`src/rtl/cpu_pipe_pkg.sv`:
```
// Shared pipeline types: EXE->MEM payload layout and skid-buffer occupancy states.
package cpu_pipe_pkg;

  localparam int unsigned EXE_MEM_DATA_W = 32;
  localparam int unsigned EXE_MEM_DEST_W = 4;

  typedef struct packed {
    logic                      wb;
    logic                      mem_read;
    logic                      mem_write;
    logic [EXE_MEM_DEST_W-1:0] dest;
    logic [EXE_MEM_DATA_W-1:0] alu_res;
    logic [EXE_MEM_DATA_W-1:0] val_rm;
  } exe_mem_payload_t;

  typedef enum logic [1:0] {
    OCC_EMPTY = 2'd0,
    OCC_MAIN  = 2'd1,
    OCC_FULL  = 2'd2
  } occ_state_e;

endpackage

```
`src/rtl/pipe_skid_buf.sv`:
```
// Generic valid/ready pipeline register with flush; SKID=1 adds a second slot so in_ready
// comes from a flop, SKID=0 is a single entry with pass-through ready.
module pipe_skid_buf
  import cpu_pipe_pkg::*;
#(
  parameter int unsigned W    = 8,
  parameter bit          SKID = 1'b1
) (
  input  logic         clk,
  input  logic         rst,
  input  logic         flush,
  input  logic         in_valid,
  output logic         in_ready,
  input  logic [W-1:0] in_data,
  output logic         out_valid,
  input  logic         out_ready,
  output logic [W-1:0] out_data,
  output logic [1:0]   occupancy
);

  logic w_accept;
  logic w_consume;

  // A beat offered during flush is dropped regardless of in_ready.
  assign w_accept  = in_valid & in_ready & ~flush;
  assign w_consume = out_valid & out_ready;

  if (SKID) begin : g_skid
    occ_state_e   r_state;
    occ_state_e   w_next;
    logic [W-1:0] r_main;
    logic [W-1:0] r_skid;

    always_ff @(posedge clk or posedge rst) begin
      if (rst) r_state <= OCC_EMPTY;
      else     r_state <= w_next;
    end

    always_comb begin
      w_next = r_state;
      if (flush) begin
        w_next = OCC_EMPTY;
      end else begin
        case (r_state)
          OCC_EMPTY: if (w_accept) w_next = OCC_MAIN;
          OCC_MAIN: begin
            if (w_accept && !w_consume)      w_next = OCC_FULL;
            else if (!w_accept && w_consume) w_next = OCC_EMPTY;
          end
          OCC_FULL:  if (w_consume) w_next = OCC_MAIN;
          default:   w_next = OCC_EMPTY;
        endcase
      end
    end

    always_comb begin
      in_ready  = (r_state != OCC_FULL);
      out_valid = (r_state != OCC_EMPTY);
      occupancy = r_state;
      out_data  = r_main;
    end

    // Outputs always come from main; skid refills main so order is preserved.
    always_ff @(posedge clk or posedge rst) begin
      if (rst) begin
        r_main <= '0;
        r_skid <= '0;
      end else if (!flush) begin
        case (r_state)
          OCC_EMPTY: if (w_accept) r_main <= in_data;
          OCC_MAIN: begin
            if (w_accept && w_consume) r_main <= in_data;
            else if (w_accept)         r_skid <= in_data;
          end
          OCC_FULL:  if (w_consume) r_main <= r_skid;
          default: ;
        endcase
      end
    end
  end else begin : g_single
    logic         r_valid;
    logic [W-1:0] r_main;

    always_ff @(posedge clk or posedge rst) begin
      if (rst) begin
        r_valid <= 1'b0;
        r_main  <= '0;
      end else if (flush) begin
        r_valid <= 1'b0;
      end else if (w_accept) begin
        r_valid <= 1'b1;
        r_main  <= in_data;
      end else if (w_consume) begin
        r_valid <= 1'b0;
      end
    end

    always_comb begin
      in_ready  = ~r_valid | out_ready;
      out_valid = r_valid;
      occupancy = {1'b0, r_valid};
      out_data  = r_main;
    end
  end

endmodule

```
`src/rtl/exe_mem_pipe_reg.sv`:
```
// EXE->MEM pipeline boundary register: packs the stage payload into a skid buffer and
// gates the write-back/memory controls with out_valid.
module exe_mem_pipe_reg
  import cpu_pipe_pkg::*;
#(
  parameter int unsigned DATA_W = 32,
  parameter int unsigned DEST_W = 4,
  parameter bit          SKID   = 1'b1
) (
  input  logic              clk,
  input  logic              rst,
  input  logic              flush,
  input  logic              in_valid,
  output logic              in_ready,
  input  logic              in_wb,
  input  logic              in_mem_read,
  input  logic              in_mem_write,
  input  logic [DEST_W-1:0] in_dest,
  input  logic [DATA_W-1:0] in_alu_res,
  input  logic [DATA_W-1:0] in_val_rm,
  output logic              out_valid,
  input  logic              out_ready,
  output logic              out_wb,
  output logic              out_mem_read,
  output logic              out_mem_write,
  output logic [DEST_W-1:0] out_dest,
  output logic [DATA_W-1:0] out_alu_res,
  output logic [DATA_W-1:0] out_val_rm,
  output logic [1:0]        occupancy
);

  localparam int unsigned PW = 3 + DEST_W + 2 * DATA_W;

  // Field order matches exe_mem_payload_t; packed by concatenation so widths follow the parameters.
  logic [PW-1:0] w_in_pay;
  logic [PW-1:0] w_out_pay;
  logic          w_out_wb;
  logic          w_out_mem_read;
  logic          w_out_mem_write;

  assign w_in_pay = {in_wb, in_mem_read, in_mem_write, in_dest, in_alu_res, in_val_rm};

  pipe_skid_buf #(
    .W    (PW),
    .SKID (SKID)
  ) u_buf (
    .clk       (clk),
    .rst       (rst),
    .flush     (flush),
    .in_valid  (in_valid),
    .in_ready  (in_ready),
    .in_data   (w_in_pay),
    .out_valid (out_valid),
    .out_ready (out_ready),
    .out_data  (w_out_pay),
    .occupancy (occupancy)
  );

  assign {w_out_wb, w_out_mem_read, w_out_mem_write, out_dest, out_alu_res, out_val_rm} = w_out_pay;

  assign out_wb        = w_out_wb        & out_valid;
  assign out_mem_read  = w_out_mem_read  & out_valid;
  assign out_mem_write = w_out_mem_write & out_valid;

endmodule
```
`config.mk`:
```
export PLATFORM = sky130hd
export DESIGN_NAME = exe_mem_pipe_reg
export DESIGN_NICKNAME = d
export VERILOG_FILES = /design/src/rtl/cpu_pipe_pkg.sv /design/src/rtl/pipe_skid_buf.sv /design/src/rtl/exe_mem_pipe_reg.sv
export SDC_FILE = /design/constraint.sdc
export NUM_CORES = 1
export LEC_CHECK = 0
export CAP_MARGIN = 20
export CORE_MARGIN = 5
export CORE_UTILIZATION = 55
export CTS_CLUSTER_DIAMETER = 30
export DETAILED_ROUTE_END_ITERATION = 8
export DONT_BUFFER_PORTS = 1
export GPL_TIMING_DRIVEN = 0
export HOLD_SLACK_MARGIN = 0.1
export PLACE_DENSITY = 0.71
export SKIP_CTS_REPAIR_TIMING = 1
export SLEW_MARGIN = 20
export SYNTH_ARGS = -nofsm -noshare
export SYNTH_HDL_FRONTEND = slang
export SYNTH_SLANG_ARGS = --single-unit
```
`constraint.sdc`:
```
create_clock -name clk -period 11.2 [get_ports clk]
set_input_delay 1.12 -clock clk [delete_from_list [all_inputs] [get_ports clk]]
set_output_delay 1.12 -clock clk [all_outputs]
set_load 0.05 [all_outputs]
```
Yosys cells after proc, flatten, opt, wreduce, memory -nomap -nowiden
Cells that the tools add are included.
{ "totals": {"ff_bits": 144, "out_inout_bits": 75, "word_cells": 41, "in_bits": 76} }
{ "op_classes": {"muxes": 10, "reduce_logical": 11, "n_eq_ne": 9, "n_bitwise": 8} }
{ "ops": {"columns": ["operator", "n"], "rows": [
  ["2-to-1 mux 71 bit", 3],
  ["one-hot mux 71 bit (3 select lines)", 1],
  ["2-to-1 mux 2 bit", 5],
  ["AND 1 bit", 6],
  ["!= test 2 x 1 -> 1 bit, second input constant", 3],
  ["!= test 3 x 2 -> 1 bit, second input constant", 2],
  ["one-hot mux 2 bit (3 select lines)", 1],
  ["AND reduction 5 bit", 1],
  ["!= test 4 x 2 -> 1 bit, second input constant", 1],
  ["AND reduction 4 bit", 1],
  ["logical AND 1 bit", 3],
  ["AND reduction 3 bit", 1],
  ["nonzero test 3 bit", 1],
  ["equality test 2 x 1 -> 1 bit, second input constant", 1],
  ["equality test 2 bit, second input constant", 1],
  ["logical NOT 1 bit", 2],
  ["logical NOT 2 bit", 1],
  ["!= test 2 bit, second input constant", 1],
  ["NOT 1 bit", 2],
  ["nonzero test 2 bit", 1]
]} }

Longest topological paths before layout
Gate-level depths: netlist of run 1.
{ "depth": {"word_depth": 9, "ltp_mapped": 9, "depth_no_buf": 7} }

By module
Synthesis of run 1 repeated with hierarchy kept, for this count alone.
{ "unflattened": {"cells_unflattened": 399, "area_unflattened_um2": 6287.3} }
{ "by_module_without_submodules": {"columns": ["module", "cells_per_inst", "area_each_um2", "seq_area_each_um2", "n_inst"], "rows": [
  ["pipe_skid_buf", 396, 6268.5, 3603.5, 1],
  ["exe_mem_pipe_reg", 3, 18.8, 0.0, 1]
]} }

Worst setup path after synthesis of run 1
OpenSTA, ideal clock, no wires.
{ "synth_timing": {"kind": "register to register", "start": "register u_buf.g_skid.r_state[0] (netlist: u_buf.occupancy[0])", "end": "register u_buf.g_skid.r_main[46] (netlist: u_buf.out_data[46])", "required_ns": 11.075, "slack_ns": 8.297, "n_path_buf": 3, "synth_period_minus_slack_ns": 2.903, "t_arrival_ns": 2.779, "path_stages_with_launch": 10, "setup_time_ns": 0.125, "cell_sequence": "dfrtp_1 nand2b_1 buf_2 buf_2 nor2b_1 ha_1 nand2b_1 o32ai_2 buf_2 mux2_2"} }
{ "synth_via": {"elab_chain_len": 6, "elab_cells_between_ends": 15, "classes_between": "eq/ne: 6; mux: 1; bitwise: 3; reduce/logical: 5"} }
{ "synth_lines": {"columns": ["item", "line", "rtl"], "rows": [
  ["start: declaration", "pipe_skid_buf.sv:29", "occ_state_e r_state;"],
  ["start signal: assignment", "pipe_skid_buf.sv:36", "else r_state <= w_next;"],
  ["!= test 2 bit (*)", "pipe_skid_buf.sv:57", "in_ready = (r_state != OCC_FULL);"],
  ["via in_ready", "exe_mem_pipe_reg.sv:14", "output logic in_ready,"],
  ["AND 1 bit (*) (2 in a row)", "pipe_skid_buf.sv:25", "assign w_accept = in_valid & in_ready & ~flush;"],
  ["logical AND 1 bit", "pipe_skid_buf.sv:72", "if (w_accept && w_consume) r_main <= in_data;"],
  ["!= test 2 x 1 -> 1 bit (no source line)", null, null],
  ["AND reduction 5 bit (no source line) (*)", null, null],
  ["end signal: assignment", "pipe_skid_buf.sv:70", "OCC_EMPTY: if (w_accept) r_main <= in_data;"],
  ["end signal: assignment", "pipe_skid_buf.sv:72", null],
  ["end signal: assignment", "pipe_skid_buf.sv:75", "OCC_FULL: if (w_consume) r_main <= r_skid;"],
  ["end: declaration", "pipe_skid_buf.sv:31", "logic [W-1:0] r_main;"]
]} }
Mark *: on every way through the listed nets, which the timed path passes. The rest lies on a longest branch.
A chain may end at the register's enable or synchronous reset.

Final worst setup path of run 1
{ "layout_timing": {"start": "register u_buf.g_skid.r_state[0] (netlist: u_buf.occupancy[0])", "end": "register u_buf.g_skid.r_main[29] (netlist: u_buf.out_data[29])"} }
Same word-level chain as after synthesis.

==> results of run 1 <==
==> logic make-up after synthesis <==
group,synth area share [%]
simple gates,1.231
fa+ha+maj,0.3675
compound gates,0.5146
buf+inv,9.592
flops,52.92
mux,35.37
==> area by class of cell <==
type / count / share of cell area [%]
sequential: 144 / 46.94
multi-input combinational: 232 / 33.25
buffer: 90 / 8.264
clock buffer: 28 / 6.862
tap: 168 / 2.738
clock inverter: 4 / 1.239
timing repair buffer: 1 / 0.3586
inverter: 5 / 0.3423
==> power breakdown <==
| group | switching (µW) | leakage [µW] | total, µW | internal (µW) |
|---|---|---|---|---|
| clock network | 198 | 0.000305 | 585 | 386 |
| logic | 289 | 0.00135 | 477 | 188 |
| registers | 67.1 | 0.00171 | 723 | 656 |
| total | 555 | 0.00337 | 1780 | 1230 |
==> layer usage <==
metal	up-vias	global-route usage (%)	share of wire, %
li1	1623	-	-
met1	1781	20.81	40
met2	99	30.64	49
met5	-	0	0
met3	22	7.599	8.6
met4	0	7.983	2.2
==> stage by stage <==
step | area, µm² | power (µW) | hold slack (ns) | setup slack (ns)
after global placement | 7019 | 1195 | 0.4624 | 4.879
after floorplan | 6809 | 1156 | 0.4541 | 6.214
after CTS | 7676 | 1807 | 0.4868 | 7.533
final | 7676 | 1784 | 0.4803 | 7.605
after global routing | 7676 | 1872 | 0.5052 | 7.366
after detailed placement | 7054 | 1216 | 0.4746 | 7.559
==> critical path: stages, from the launching register on <==
cell      delay (ns)
dfrtp_1         0.75
nand2b_1        0.20
buf_2           0.28
buf_2           0.48
nor2b_1         0.24
ha_1            0.25
nand2b_1        0.10
o32ai_2         0.41
buf_2           0.39
mux2_2          0.38
==> cell usage in the layout (no fill, tap or decap) <==
master	synthesis	layout
mux2_2	195	195
dfrtp_1	144	144
buf_4	74	74
mux2_1	18	18
clkbuf_16	0	17
buf_2	15	15
clkbuf_1	1	6
clkbuf_8	0	6
nor2b_1	5	5
nand2b_1	4	4
inv_1	5	4
nor2_1	3	3
bufinv_16	0	3
ha_1	2	2
nor3_4	1	1
mux2i_1	1	1
o32ai_2	1	1
o22a_1	1	1
inv_8	0	1
o32a_1	1	1
clkinv_2	0	1
buf_16	0	1
==> state kept, by name (all words and copies together) (netlist names) <==
signal               count
u_buf.out_data          71
u_buf.occupancy          2
u_buf.g_skid.r_skid     71
==> final timing paths <==
check	end	depth (start not counted)	slack (ns)
worst max-delay path	u_buf.out_data[29]$_DFFE_PP0P_	9	7.60
worst min-delay path	u_buf.g_skid.r_skid[6]$_DFFE_PP0P_	1	0.48
max in group asynchronous	u_buf.g_skid.r_skid[54]$_DFFE_PP0P_	2	9.88
min in group asynchronous	u_buf.out_data[25]$_DFFE_PP0P_	1	0.58
worst min register to register	u_buf.g_skid.r_skid[6]$_DFFE_PP0P_	1	0.48
worst max register to register	u_buf.out_data[29]$_DFFE_PP0P_	9	7.60
==> summary.md, run 1 <==
| Metric | Value |
|---|---|
| RSZ-0062 raised after global routing | no |
| Worst clock skew | roughly 0.0041 ns |
| Final max-slew violation count | 0 |
| Layout Cells excl Fill | 672 |
| GRT Total Usage | 18.40% |
| Clk_lat worst skew | roughly 0.41 ns |
| Final Hold Viols | 0 |
| Register area share after synthesis | 52.92% |
| Largest area contributor in the netlist | dfrtp_1 |
| CTS sink cnt | 144 |
| Gate Count Post-Synth | 471 |
| Antenna diode count | 0 |
| Total grt overflow | 0 |
| Fmax | 0.2781 GHz |
| Drt drc | 0 |
| Routability cong. | 0.7596 |
| Area growth, synth to finish | 12.73% |
| Port Buffers | 0 |
| Largest net degree at the start of global routing | 85 |
| Setup TNS | 0 ns |
| HP Class | reg2reg |
| Placed insts | 640 |
| Synth top area share | 52.92% |
| Number of global-route vias before repair | 3951 |
| Synthesized area | 6809 µm² |
| Tcrit/Tclk final | 32.10% |
| Syn Nets | 549 |
| Sequential cell area | ~3600 µm² |
| Die X | around 120 µm |
| Max Root-Sink Buffers | 2 |
| Yosys warning count | 0 |
| Synth Area per Inst | 14.46 µm² |
| MaxCap Viol Count | 0 |
| Detailed-router iteration count before antenna repair | 4 |
| Post-layout util | a little under two thirds |
| Period minus WS final | between 3 and 4 ns |
| Setup crit end kind | flip-flop |
| Clock-pin slew on the worst setup and hold paths | 0.05 ns |
| DR vias | 3525 |
| Worst slew margin | 31.43% |
| Critical Path Start | u_buf.occupancy[0]$_DFFE_PP0P_ |
| Die area | 14710 µm² |
| Multi-input logic area | approximately 2600 µm² |
| Final setup fails | 0 |
| Hpwl dp | 9006 µm |
| Initial antenna violation count | 0 |
| Pwr Density | 232.5 nW/µm² |
| Required @ worst endpoint | 11.49 ns |
| WS Path Type | reg2reg |
| I/O pin cnt | 151 |
| Filler instances | 906 |
| Synth area leaders | dfrtp_1 53%, mux2_2 32%, buf_4 8.2%, mux2_1 3.0%, buf_2 1.1% |
| Worst-margin pin slew | approximately 1 ns |
| Total routed wirelength | 12540 µm |
| EDFF count, synth | 0 |
| Initial Util | 56.45% |
| Synth Register Bits | 144 |
| Clock root cell | clkbuf_16 |
| Htree depth | 4 |
| Die height | 121.3 µm |
| Num CTS Buffers | 17 |
| Starting DRC count in detailed routing | 173 |
| Main synth FF type | dfrtp_1 |
| Nets | around 570 |
| CORE AREA | between 10000 and 15000 µm² |
| Crit path arrival time | just under 4 ns |
| CTS tree | yes |
| First-pass GRT wire length | 20730 µm |
| Critical path peak fanout | 10 |
| Routed vias/inst | 5.246 |
| Reg-to-reg startpoint | u_buf.occupancy[0]$_DFFE_PP0P_ |
| Layout cells sized above 1 | around 63% |
| Antenna-violating nets left | 0 |
| Max IR drop VDD | 0.1421 mV |
| Outcome | complete, no violations |
| Rows | 40 |
| Synth top cells by count | 195 x mux2_2, 144 x dfrtp_1, 74 x buf_4, 18 x mux2_1, 15 x buf_2 |
| Hold Crit Start | u_buf.g_skid.r_skid[6]$_DFFE_PP0P_ |
| Async SR Flop Fraction | 100.0% |
| Leak Pwr | ~0.0034 µW |
| Post-detailed-route wirelength per cell | 18.66 µm |
| CP Launch Type | flip-flop |
| Cell with the most instances after synthesis | mux2_2 |
| Yosys cell types | 16 |
Note: power is estimated with default switching activity, not from simulation.
==> run 2, diff against run 1 <==
- clock period: 11.2 -> 3.6 ns (I/O delays scaled with it)
==> summary.md, run 2 (synthesized netlist as in run 1, its figures left out) <==
| Metric | Value |
|---|---|
| Commonest non-fill, non-tap cell in the layout | mux2_2 |
| Port Buffers | 0 |
| Commonest non-fill, non-tap cells in the layout | 195 x mux2_2, 143 x dfrtp_1, 74 x buf_4 |
| Routability cong. | approximately 0.75 |
| Tcrit/Tclk final | 92.75% |
| DR vias | 3821 |
| Reg2Reg Capture Point | u_buf.out_data[16]$_DFFE_PP0P_ |
| MaxCap Viol Count | 0 |
| Hold Path End | u_buf.g_skid.r_skid[50]$_DFFE_PP0P_ |
| Htree depth | 4 |
| Max Used Layer | met4 |
| Tot Pwr | 5384 µW |
| Cell Area, Placed | 7103 µm² |
| Routed vias/inst | 5.129 |
| Leak Pwr | 0.003652 µW |
| Setup crit end kind | flip-flop |
| Final max-slew violation count | 0 |
| Hold Crit Start | in_alu_res[18] |
| Die area | 14710 µm² |
| Max IR drop VDD | 0.3721 mV |
| Drt drc | 0 |
| Starting DRC count in detailed routing | 160 |
| Worst clock skew | 0.006018 ns |
| Final Hold Viols | 0 |
| CORE AREA | 12060 µm² |
| First-pass GRT wire length | 20460 µm |
| Fin worst setup slack | 0.2611 ns |
| R2R cell count | 9 |
| Num CTS Buffers | 17 |
| Reg-to-reg startpoint | u_buf.occupancy[1]$_DFFE_PP0P_ |
| Largest net degree at the start of global routing | 36 |
| Period minus WS final | 3.339 ns |
| Final setup fails | 0 |
| R2R Setup Slk | 0.26 ns |
| Initial antenna violation count | 0 |
| Die height | 121.3 µm |
| Worst hold margin | between 0.1 and 0.15 ns |
| Pwr Density | 643.9 nW/µm² |
| Hpwl dp | ~9100 µm |
| Layout Cells excl Fill | 745 |
| CP Launch Type | flip-flop |
| Antenna-violating nets left | 0 |
| WL met3 | 939 µm |
| Clk_lat worst skew | just over 0.4 ns |
| Filler instances | 828 |
| Total routed wirelength | 13700 µm |
| Worst slack at placement | -0.05532 ns |
| CTS tree | yes |
| Layout cells sized above 1 | 55.46% |
| Rows | 40 |
| Outcome | complete, no violations |
| Clock root cell | clkbuf_16 |
| RSZ-0062 raised after global routing | no |
| Multi-input logic area | 2552 µm² |
| Hold Crit Depth | 1 |
| Die X | 121.3 µm |
| Worst slew margin | 30.05% |
| Critical path peak fanout | 10 |
| WS Path Type | reg2reg |
| Final Cell Area | 8362 µm² |
| I/O pin cnt | around 150 |
| Nets | 644 |
| Initial Util | between 50% and 60% |
| Max Root-Sink Buffers | 2 |
| Antenna diode count | 0 |
| Number of global-route vias before repair | 3862 |
| Clock-pin slew on the worst setup and hold paths | around 0.050 ns |
| Required @ worst endpoint | 3.89 ns |
| Placed insts | 643 |
| Fmax | 0.2995 GHz |
| Detailed-router iteration count before antenna repair | 4 |
| CTS sink cnt | around 140 |
| Post-detailed-route wirelength per cell | 18.39 µm |
| Area growth, synth to finish | 22.80% |
| Crit path arrival time | 3.63 ns |
| HP Class | in2reg |
| GRT Total Usage | 18.32% |
| Sequential cell area | around 3600 µm² |
| Worst-margin pin slew | 1.047 ns |
| Met2 wire length | 6824 µm |
| M1 WL | 5695 µm |
| Total grt overflow | 0 |
[run 2: per-stage QoR]
| step | TNS (ns) | utilization, % |
|---|---|---|
| 2_1_floorplan | 0 | - |
| 3_3_place_gp | 0 | 58.23 |
| 3_5_place_dp | -2.486 | 58.89 |
| 4_1_cts | -3.652 | 63.32 |
| 5_1_grt | 0 | 69.33 |
| 6_report | 0 | 69.33 |
[run 2: how the worst max path moves through the flow]
stage	start	to	depth (start not counted)
final	u_buf.occupancy[1]$_DFFE_PP0P_	u_buf.out_data[16]$_DFFE_PP0P_	9
after global routing	u_buf.occupancy[1]$_DFFE_PP0P_	u_buf.out_data[16]$_DFFE_PP0P_	9
after CTS	u_buf.occupancy[0]$_DFFE_PP0P_	u_buf.out_data[46]$_DFFE_PP0P_	9
after detailed placement	u_buf.occupancy[0]$_DFFE_PP0P_	u_buf.out_data[52]$_DFFE_PP0P_	9
after global placement	u_buf.occupancy[0]$_DFFE_PP0P_	u_buf.out_data[52]$_DFFE_PP0P_	9
after floorplan	u_buf.occupancy[0]$_DFFE_PP0P_	u_buf.out_data[46]$_DFFE_PP0P_	9
[run 2: worst max-delay path, stage by stage (launching register included)]
cell,delay [ns]
dfrtp_1,0.60
nand2b_1,0.19
buf_2,0.28
clkbuf_4,0.39
nor2b_1,0.23
ha_1,0.24
nand2b_1,0.09
o32ai_2,0.41
buf_2,0.40
mux2_2,0.38
[run 2: final cells by class]
cell class / count / area share, %
timing repair buffer: 76 / 9.577
inverter: 5 / 0.2693
sequential: 144 / 43.11
clock buffer: 24 / 6.000
tap: 168 / 2.514
clock inverter: 6 / 0.3890
buffer: 90 / 7.616
multi-input combinational: 232 / 30.53
[run 2: metal layers]
metal | up-vias | GRT usage (%)
met5 | - | 0
met1 | 1930 | 21.48
met4 | 0 | 6.863
met2 | 102 | 29.56
li1 | 1766 | -
met3 | 23 | 8.392
[run 2: power by group]
group          internal [µW]  switching, µW
Combinational            641            920
Sequential              2040            211
Clock                    957            613
